File: config.mk
export PLATFORM = sky130hd
export DESIGN_NAME = aliens_io_ports
export DESIGN_NICKNAME = d
export VERILOG_FILES = /design/src/rtl/aliens_io_pkg.sv /design/src/rtl/aliens_io_watchdog.sv /design/src/rtl/aliens_io_ports.sv
export SDC_FILE = /design/constraint.sdc
export NUM_CORES = 1
export LEC_CHECK = 0
export CAP_MARGIN = 20
export CORE_MARGIN = 2
export CORE_UTILIZATION = 44
export DETAILED_ROUTE_END_ITERATION = 7
export PLACE_DENSITY = 0.85
export REMOVE_ABC_BUFFERS = 1
export SLEW_MARGIN = 20
export SYNTH_ARGS = -nofsm -noshare
export SYNTH_HDL_FRONTEND = slang
export SYNTH_SLANG_ARGS = --single-unit
File: constraint.sdc
create_clock -name CLK12 -period 2.6 [get_ports CLK12]
set_input_delay 0.39 -clock CLK12 [delete_from_list [all_inputs] [get_ports CLK12]]
set_output_delay 0.39 -clock CLK12 [all_outputs]
set_load 0.03 [all_outputs]
File: src/rtl/aliens_io_pkg.sv
// Shared constants for the Aliens I/O port block: register offsets inside the
// 0x5F80-0x5F9F window, control-register bit positions and the read-data mux.
package aliens_io_pkg;

  localparam logic [3:0] IO_OFS_DSW3 = 4'h0;
  localparam logic [3:0] IO_OFS_P1   = 4'h1;
  localparam logic [3:0] IO_OFS_P2   = 4'h2;
  localparam logic [3:0] IO_OFS_DSW2 = 4'h3;
  localparam logic [3:0] IO_OFS_DSW1 = 4'h4;
  localparam logic [3:0] IO_OFS_CTRL = 4'h8;
  localparam logic [3:0] IO_OFS_SND  = 4'hC;

  localparam int CTRL_COIN1 = 0;
  localparam int CTRL_COIN2 = 1;
  localparam int CTRL_RMRD  = 5;

  // Unmapped read offsets float high on the real board, hence 0xFF.
  function automatic logic [7:0] io_read_mux(
    input logic [3:0] ofs,
    input logic [7:0] p1,
    input logic [7:0] p2,
    input logic [7:0] dsw1,
    input logic [7:0] dsw2,
    input logic [3:0] dsw3
  );
    logic [7:0] data;
    data = 8'hFF;
    case (ofs)
      IO_OFS_DSW3: data = {4'hF, dsw3};
      IO_OFS_P1:   data = p1;
      IO_OFS_P2:   data = p2;
      IO_OFS_DSW2: data = dsw2;
      IO_OFS_DSW1: data = dsw1;
      default:     data = 8'hFF;
    endcase
    return data;
  endfunction

endpackage

File: src/rtl/aliens_io_watchdog.sv
// Frame-based watchdog: counts VBLANK rising edges since the last kick and
// emits a fixed-length reset pulse once WDOG_FRAMES frames pass unkicked.
module aliens_io_watchdog
  import aliens_io_pkg::*;
#(
  parameter int WDOG_FRAMES = 16,
  parameter int WDOG_PULSE  = 64
) (
  input  logic CLK12,
  input  logic RST,
  input  logic VBLANK,
  input  logic KICK,
  output logic WDOG_RST
);

  localparam int PW = (WDOG_PULSE > 1) ? $clog2(WDOG_PULSE) : 1;

  logic          vblank_q;
  logic [7:0]    frame_cnt;
  logic [PW-1:0] pulse_cnt;
  logic          pulse_q;
  logic          vblank_rise;
  logic          timeout;

  assign vblank_rise = VBLANK & ~vblank_q;
  // A kick in the same cycle as the final frame edge cancels the timeout.
  assign timeout     = vblank_rise & ~KICK & (frame_cnt == 8'(WDOG_FRAMES - 1));
  assign WDOG_RST    = pulse_q;

  always_ff @(posedge CLK12) begin
    if (RST) begin
      vblank_q  <= 1'b0;
      frame_cnt <= '0;
      pulse_cnt <= '0;
      pulse_q   <= 1'b0;
    end else begin
      vblank_q <= VBLANK;

      if (KICK || timeout) begin
        frame_cnt <= '0;
      end else if (vblank_rise) begin
        frame_cnt <= frame_cnt + 8'd1;
      end

      // The pulse runs to completion; kicks only affect the frame counter.
      if (timeout && !pulse_q) begin
        pulse_q   <= 1'b1;
        pulse_cnt <= PW'(WDOG_PULSE - 1);
      end else if (pulse_q) begin
        if (pulse_cnt == '0) begin
          pulse_q <= 1'b0;
        end else begin
          pulse_cnt <= pulse_cnt - 1'b1;
        end
      end
    end
  end

endmodule

File: src/rtl/aliens_io_ports.sv
// Aliens main-CPU I/O port block: input/DIP reads, control and sound-command
// latches, optional frame watchdog (built when ALIENS_IO_WATCHDOG_EN is defined).
module aliens_io_ports
  import aliens_io_pkg::*;
#(
  parameter int WDOG_FRAMES = 16,
  parameter int WDOG_PULSE  = 64
) (
  input  logic       CLK12,
  input  logic       RST,
  input  logic       IOCS,
  input  logic       AS,
  input  logic       RWb,
  input  logic [4:0] ADDR,
  input  logic [7:0] DIN,
  output logic [7:0] DOUT,
  output logic       DOE,
  input  logic [7:0] P1,
  input  logic [7:0] P2,
  input  logic [7:0] DSW1,
  input  logic [7:0] DSW2,
  input  logic [3:0] DSW3,
  input  logic       VBLANK,
  input  logic       SND_IACK,
  output logic [7:0] CTRL,
  output logic       COIN1,
  output logic       COIN2,
  output logic       RMRD,
  output logic [7:0] SND_LATCH,
  output logic       SND_IRQ,
  output logic       WDOG_RST
);

  // Read handshake: DOE is a registered valid with no back-pressure. It is
  // high the cycle after rd_sel, DOUT is meaningful only while DOE is high,
  // and DOUT keeps its last value once DOE drops.

  logic [3:0] ofs;
  logic       rd_sel;
  logic       wr_sel;
  logic       wr_idle_q;
  logic       wr_commit;
  logic       ctrl_wr;
  logic       snd_wr;
  logic       iack_q;
  logic       iack_rise;

  assign ofs    = ADDR[3:0];
  assign rd_sel = ~IOCS & ~AS & RWb;
  assign wr_sel = ~IOCS & ~AS & ~RWb;

  // wr_idle_q records "wr_sel was low last cycle". Clearing it in reset means
  // a strobe still held when reset releases must drop before it can commit.
  assign wr_commit = wr_sel & wr_idle_q;
  assign ctrl_wr   = wr_commit & (ofs == IO_OFS_CTRL);
  assign snd_wr    = wr_commit & (ofs == IO_OFS_SND);
  assign iack_rise = SND_IACK & ~iack_q;

  assign COIN1 = CTRL[CTRL_COIN1];
  assign COIN2 = CTRL[CTRL_COIN2];
  assign RMRD  = CTRL[CTRL_RMRD];

  always_ff @(posedge CLK12) begin
    if (RST) begin
      DOUT      <= 8'h00;
      DOE       <= 1'b0;
      CTRL      <= 8'h00;
      SND_LATCH <= 8'h00;
      SND_IRQ   <= 1'b0;
      wr_idle_q <= 1'b0;
      iack_q    <= 1'b0;
    end else begin
      DOE <= rd_sel;
      if (rd_sel) begin
        DOUT <= io_read_mux(ofs, P1, P2, DSW1, DSW2, DSW3);
      end

      wr_idle_q <= ~wr_sel;
      iack_q    <= SND_IACK;

      if (ctrl_wr) begin
        CTRL <= DIN;
      end
      if (snd_wr) begin
        SND_LATCH <= DIN;
      end

      // A new command outranks an acknowledge arriving in the same cycle.
      if (snd_wr) begin
        SND_IRQ <= 1'b1;
      end else if (iack_rise) begin
        SND_IRQ <= 1'b0;
      end
    end
  end

`ifdef ALIENS_IO_WATCHDOG_EN
  aliens_io_watchdog #(
    .WDOG_FRAMES (WDOG_FRAMES),
    .WDOG_PULSE  (WDOG_PULSE)
  ) u_watchdog (
    .CLK12    (CLK12),
    .RST      (RST),
    .VBLANK   (VBLANK),
    .KICK     (ctrl_wr),
    .WDOG_RST (WDOG_RST)
  );

  logic unused_bits;
  assign unused_bits = ADDR[4];
`else
  assign WDOG_RST = 1'b0;

  logic unused_bits;
  assign unused_bits = ^{ADDR[4], VBLANK, WDOG_FRAMES[0], WDOG_PULSE[0]};
`endif

endmodule

# After elaboration in Yosys (flattened, before gate mapping)
# Cells that the tools add are included.
dict set report word_totals {
  reg_bits 28
  input_bits 56
  out_inout_bits 30
}
dict set report classes {
  n_eq_ne 6
  n_mux 3
  n_bitwise 12
  reduce_logical 2
}
# cell n
set ops {}
lappend ops {{$pmux 8 s5} 1}
lappend ops {{$eq 4x2->1 const B} 2}
lappend ops {{$eq 4x4->1 const B} 2}
lappend ops {{$and 1x1->1} 7}
lappend ops {{$not 1->1} 5}
lappend ops {{$eq 4x1->1 const B} 1}
lappend ops {{$eq 4x3->1 const B} 1}
lappend ops {{$logic_not 4->1} 1}
lappend ops {{$mux 1} 2}
lappend ops {{$reduce_bool 2->1} 1}

# Longest topological paths before layout
dict set report depth {
  ltp_word 6
  mapped_depth 5
}

# Worst setup path before layout
# No wires, ideal clock.
dict set report synth_timing {
  path_kind {input to register}
  startpoint {in ADDR[1]}
  endpoint {reg SND_LATCH[0]}
  arrival_time_ns 1.324
  t_required_ns 2.468
  setup_slack_ns 1.143
  cell_stages 5
  n_path_buf 2
  path_cell_list {buf_6 or3b_1 buf_6 o31ai_1 a21oi_1}
}
dict set report synth_via {
  elab_chain_len 2
}
# item line_no
set synth_rtl {}
lappend synth_rtl {{start: declaration} aliens_io_ports.sv:14} ;# input logic [4:0] ADDR,
lappend synth_rtl {{$eq 4x4->1} aliens_io_ports.sv:56} ;# assign snd_wr = wr_commit & (ofs == IO_OFS_SND);
lappend synth_rtl {{$and 1x1->1} aliens_io_ports.sv:56}
lappend synth_rtl {{end signal: assignment} aliens_io_ports.sv:68} ;# SND_LATCH <= 8'h00;
lappend synth_rtl {{end signal: assignment} aliens_io_ports.sv:85} ;# SND_LATCH <= DIN;
lappend synth_rtl {{end: declaration} aliens_io_ports.sv:29} ;# output logic [7:0] SND_LATCH,
# Every way passes these cells.
# A chain may end at the register's enable or synchronous reset.

# Worst setup path after layout
dict set report layout_timing {
  startpoint {in AS}
  endpoint {reg SND_LATCH[4]}
}
dict set report layout_via {
  elab_chain_len 5
}
# item line_no
set layout_rtl {}
lappend layout_rtl {{start: declaration} aliens_io_ports.sv:12} ;# input logic AS,
lappend layout_rtl {{$not 1->1} aliens_io_ports.sv:50} ;# assign wr_sel = ~IOCS & ~AS & ~RWb;
lappend layout_rtl {{$and 1x1->1 (2 in series)} aliens_io_ports.sv:50}
lappend layout_rtl {{$and 1x1->1} aliens_io_ports.sv:54} ;# assign wr_commit = wr_sel & wr_idle_q;
lappend layout_rtl {{$and 1x1->1} aliens_io_ports.sv:56}
# Every way passes these cells.

==> impl_metrics.ini <==
[status]
status = completed

[timing]
slew_headroom = 0.473
maxSlewViolCount = 0
fmax_mhz = 516
period_minus_slack_ps = 1940
fin_crit_sh = 0.746
worst_slew_pin_slew_ps = 790
rsz0062_at_grt = false
fin_skew_ps = 6.85
setup_tns_ps = 0
hold_viol_final = 0
hold_ws_ps = 479
setup_viol = 0

[min_path]
hp-start = SND_LATCH[0]
hold_class = reg2reg

[synth]
synth-simple-area-share = 0.259
synth_top_family_by_area = simple AND/OR/NAND/NOR gates
post_synth.cell_area_avg_um2 = 9.93
ys_seq_area_frac = 0.315
synth_fa_ha_area_frac = 0
synth-seq-cells = 28
synthTopCellsByArea = dfxtp_1 32%, o31ai_2 6.3%, nand4_1 5.6%, mux2_2 5.1%, a21oi_1 4.8%
synthMuxAreaShare = 0.0507
synth_compound_area_frac = 0.248
syn_inst = 179
yosysWarnings = 0
synth_top_area_share = 0.315
synthDistinctLibCells = 40
yosys.area.top_type = dfxtp_1
synth_xor_area_frac = 0
syn_area_um2 = 1780

[drt]
drc_errors = 0
wire_per_inst_um = 15.3
firstDrtPassIters = 4
ant_nets = 0
drtIter0Drc = 100
drt-total-wl_um = 4580
vias = 1728
avgViaCountPerCell = 5.76

[placed_design]
io_buffer_count = 82
gp_congestion = 0.800
hpwl_um = 3580

[clock_network]
cts_resized = 0
root_buffer = clkbuf_8
clk_pin_slew_ps = 90
htreeDepth = 1
cts_hold_buf = 0
cts_tree = built
clkSinkCount = 28
insertion_delay_ps = 270
clock_path_buffers = 2
cts_made_buffers = 3
cts_setup_buffers = 0

[worst_setup_path]
path_cells = clkdlybuf4s50_1, or3_1, o31ai_1, a21oi_1
slowest_delay_ps = 720
cp_top_family = simple AND/OR/NAND/NOR gates
cp.buffers_inverters = 1
crit_start = AS
critPathMaxFanout = 16
cp.arrival_ps = 2070
cp.required_ps = 2740
critical_path_class = in2reg
worstSetupEndpointType = flip-flop
slowest_stage = or3_1
cp-start-kind = primary input
rr_startpoint = wr_idle_q

[floorplan]
start_util = 0.451
rows = 23
die_y_um = 67.6
fp.dieW_um = 67.6
dieArea_um2 = 4570
core_um2 = 3940
ios = 86

[final_layout]
area_growth_pct = 43.8
utilization = 0.648
n_antenna_cell = 0
fillers = 342
drive_gt1_frac = 0.180
fin_nets = 308

[global_route]
first_global_vias = 1573
antenna_found_initial = 0
grt_overflow = 0
grt_max_degree = 27
track_usage = 0.210
grt_pass1_wl_um = 7310

[power]
total_power_w = 0.000903
leakagePower_nw = 0.824
power.density_nw_per_um2 = 353
peakVddDrop_uv = 195

[job]
max_cap_violations = 0
## routing by layer
layer / track usage / part of all wire / up-vias
met5: 0 / 0 / -
met4: 0.0765 / 0.020 / 0
met3: 0.0450 / 0.092 / 11
met2: 0.368 / 0.49 / 89
met1: 0.252 / 0.40 / 792
li1: - / - / 836
## tightest hold or removal path, delay by kind of cell, from the launching register on
family	cells	cell delay, ps
flops	1	320
compound gates	2	120
## Yosys cell counts, drive strengths merged
master,number
or3b,2
dfxtp,28
a211o,3
and2,1
nand2b,1
a311oi,7
nand2,4
a22oi,4
nand3b,6
nand3,1
o21ai,6
nand4,16
o21bai,1
nor4,1
or3,2
a32oi,1
and4b,4
buf,18
inv,2
nor2,10
bufbuf,1
o21a,1
o31ai,16
nor4b,1
a31oi,1
clkbuf,4
nor3b,3
nor3,4
mux2,8
and4bb,4
a21oi,17
conb,1
## state kept, by name, summed over array words and instances (netlist names)
register,cells
CTRL,8
DOE,1
DOUT,8
SND_IRQ,1
SND_LATCH,8
iack_q,1
wr_idle_q,1
## layout make-up
class	count	area, um^2	share of cell area
tap	50	62.6	0.0245
inverter	2	7.51	0.00294
multi-input combinational	126	996	0.390
clock buffer	3	41.3	0.0162
timing repair buffer	91	888	0.348
sequential	28	561	0.219
## per-stage QoR
stage / setup slack, ps / instance area [um^2] / instances
2_1_floorplan: 1070 / 1560 / 156
3_3_place_gp: 439 / 2510 / 297
3_5_place_dp: 360 / 2510 / 297
4_1_cts: 664 / 2560 / 300
5_1_grt: 577 / 2560 / 300
6_report: 662 / 2560 / 300
## logic make-up (layout without fill, tap and decap cells)
logic type / count (synthesis) / in the layout
simple gates: 60 / 60
compound gates: 57 / 57
flops: 28 / 28
buf+inv: 25 / 96
mux: 8 / 8
other cells: 1 / 1
## final timing paths
path	to	slack, ps	cells after the start
worst max register to register	CTRL[1]	1420	3
worst min register to register	SND_LATCH[0]	480	2
worst min-delay path	SND_LATCH[0]	480	2
worst max-delay path	SND_LATCH[4]	660	4
## where the power goes
part	leakage [nW]	switching [W]	total (W)	internal, W
clock	0.0216	0.000127	0.000231	0.000104
sequential	0.227	0.00000442	0.000442	0.000438
combinational	0.575	0.000106	0.000230	0.000124
## cell usage in the layout (no fill, tap or decap), types with 6 or more instances in the layout
cell             Yosys  layout
o31ai_1              6       6
mux2_2               8       8
nor2_1              10      10
clkdlybuf4s50_1      0      82
a311oi_1             7       7
dfxtp_1             28      28
nand4_1             16      16
buf_4                5       9
o31ai_2              9       9
a21oi_1             17      17
o21ai_0              6       6
Power figures use the tool's default switching activity.
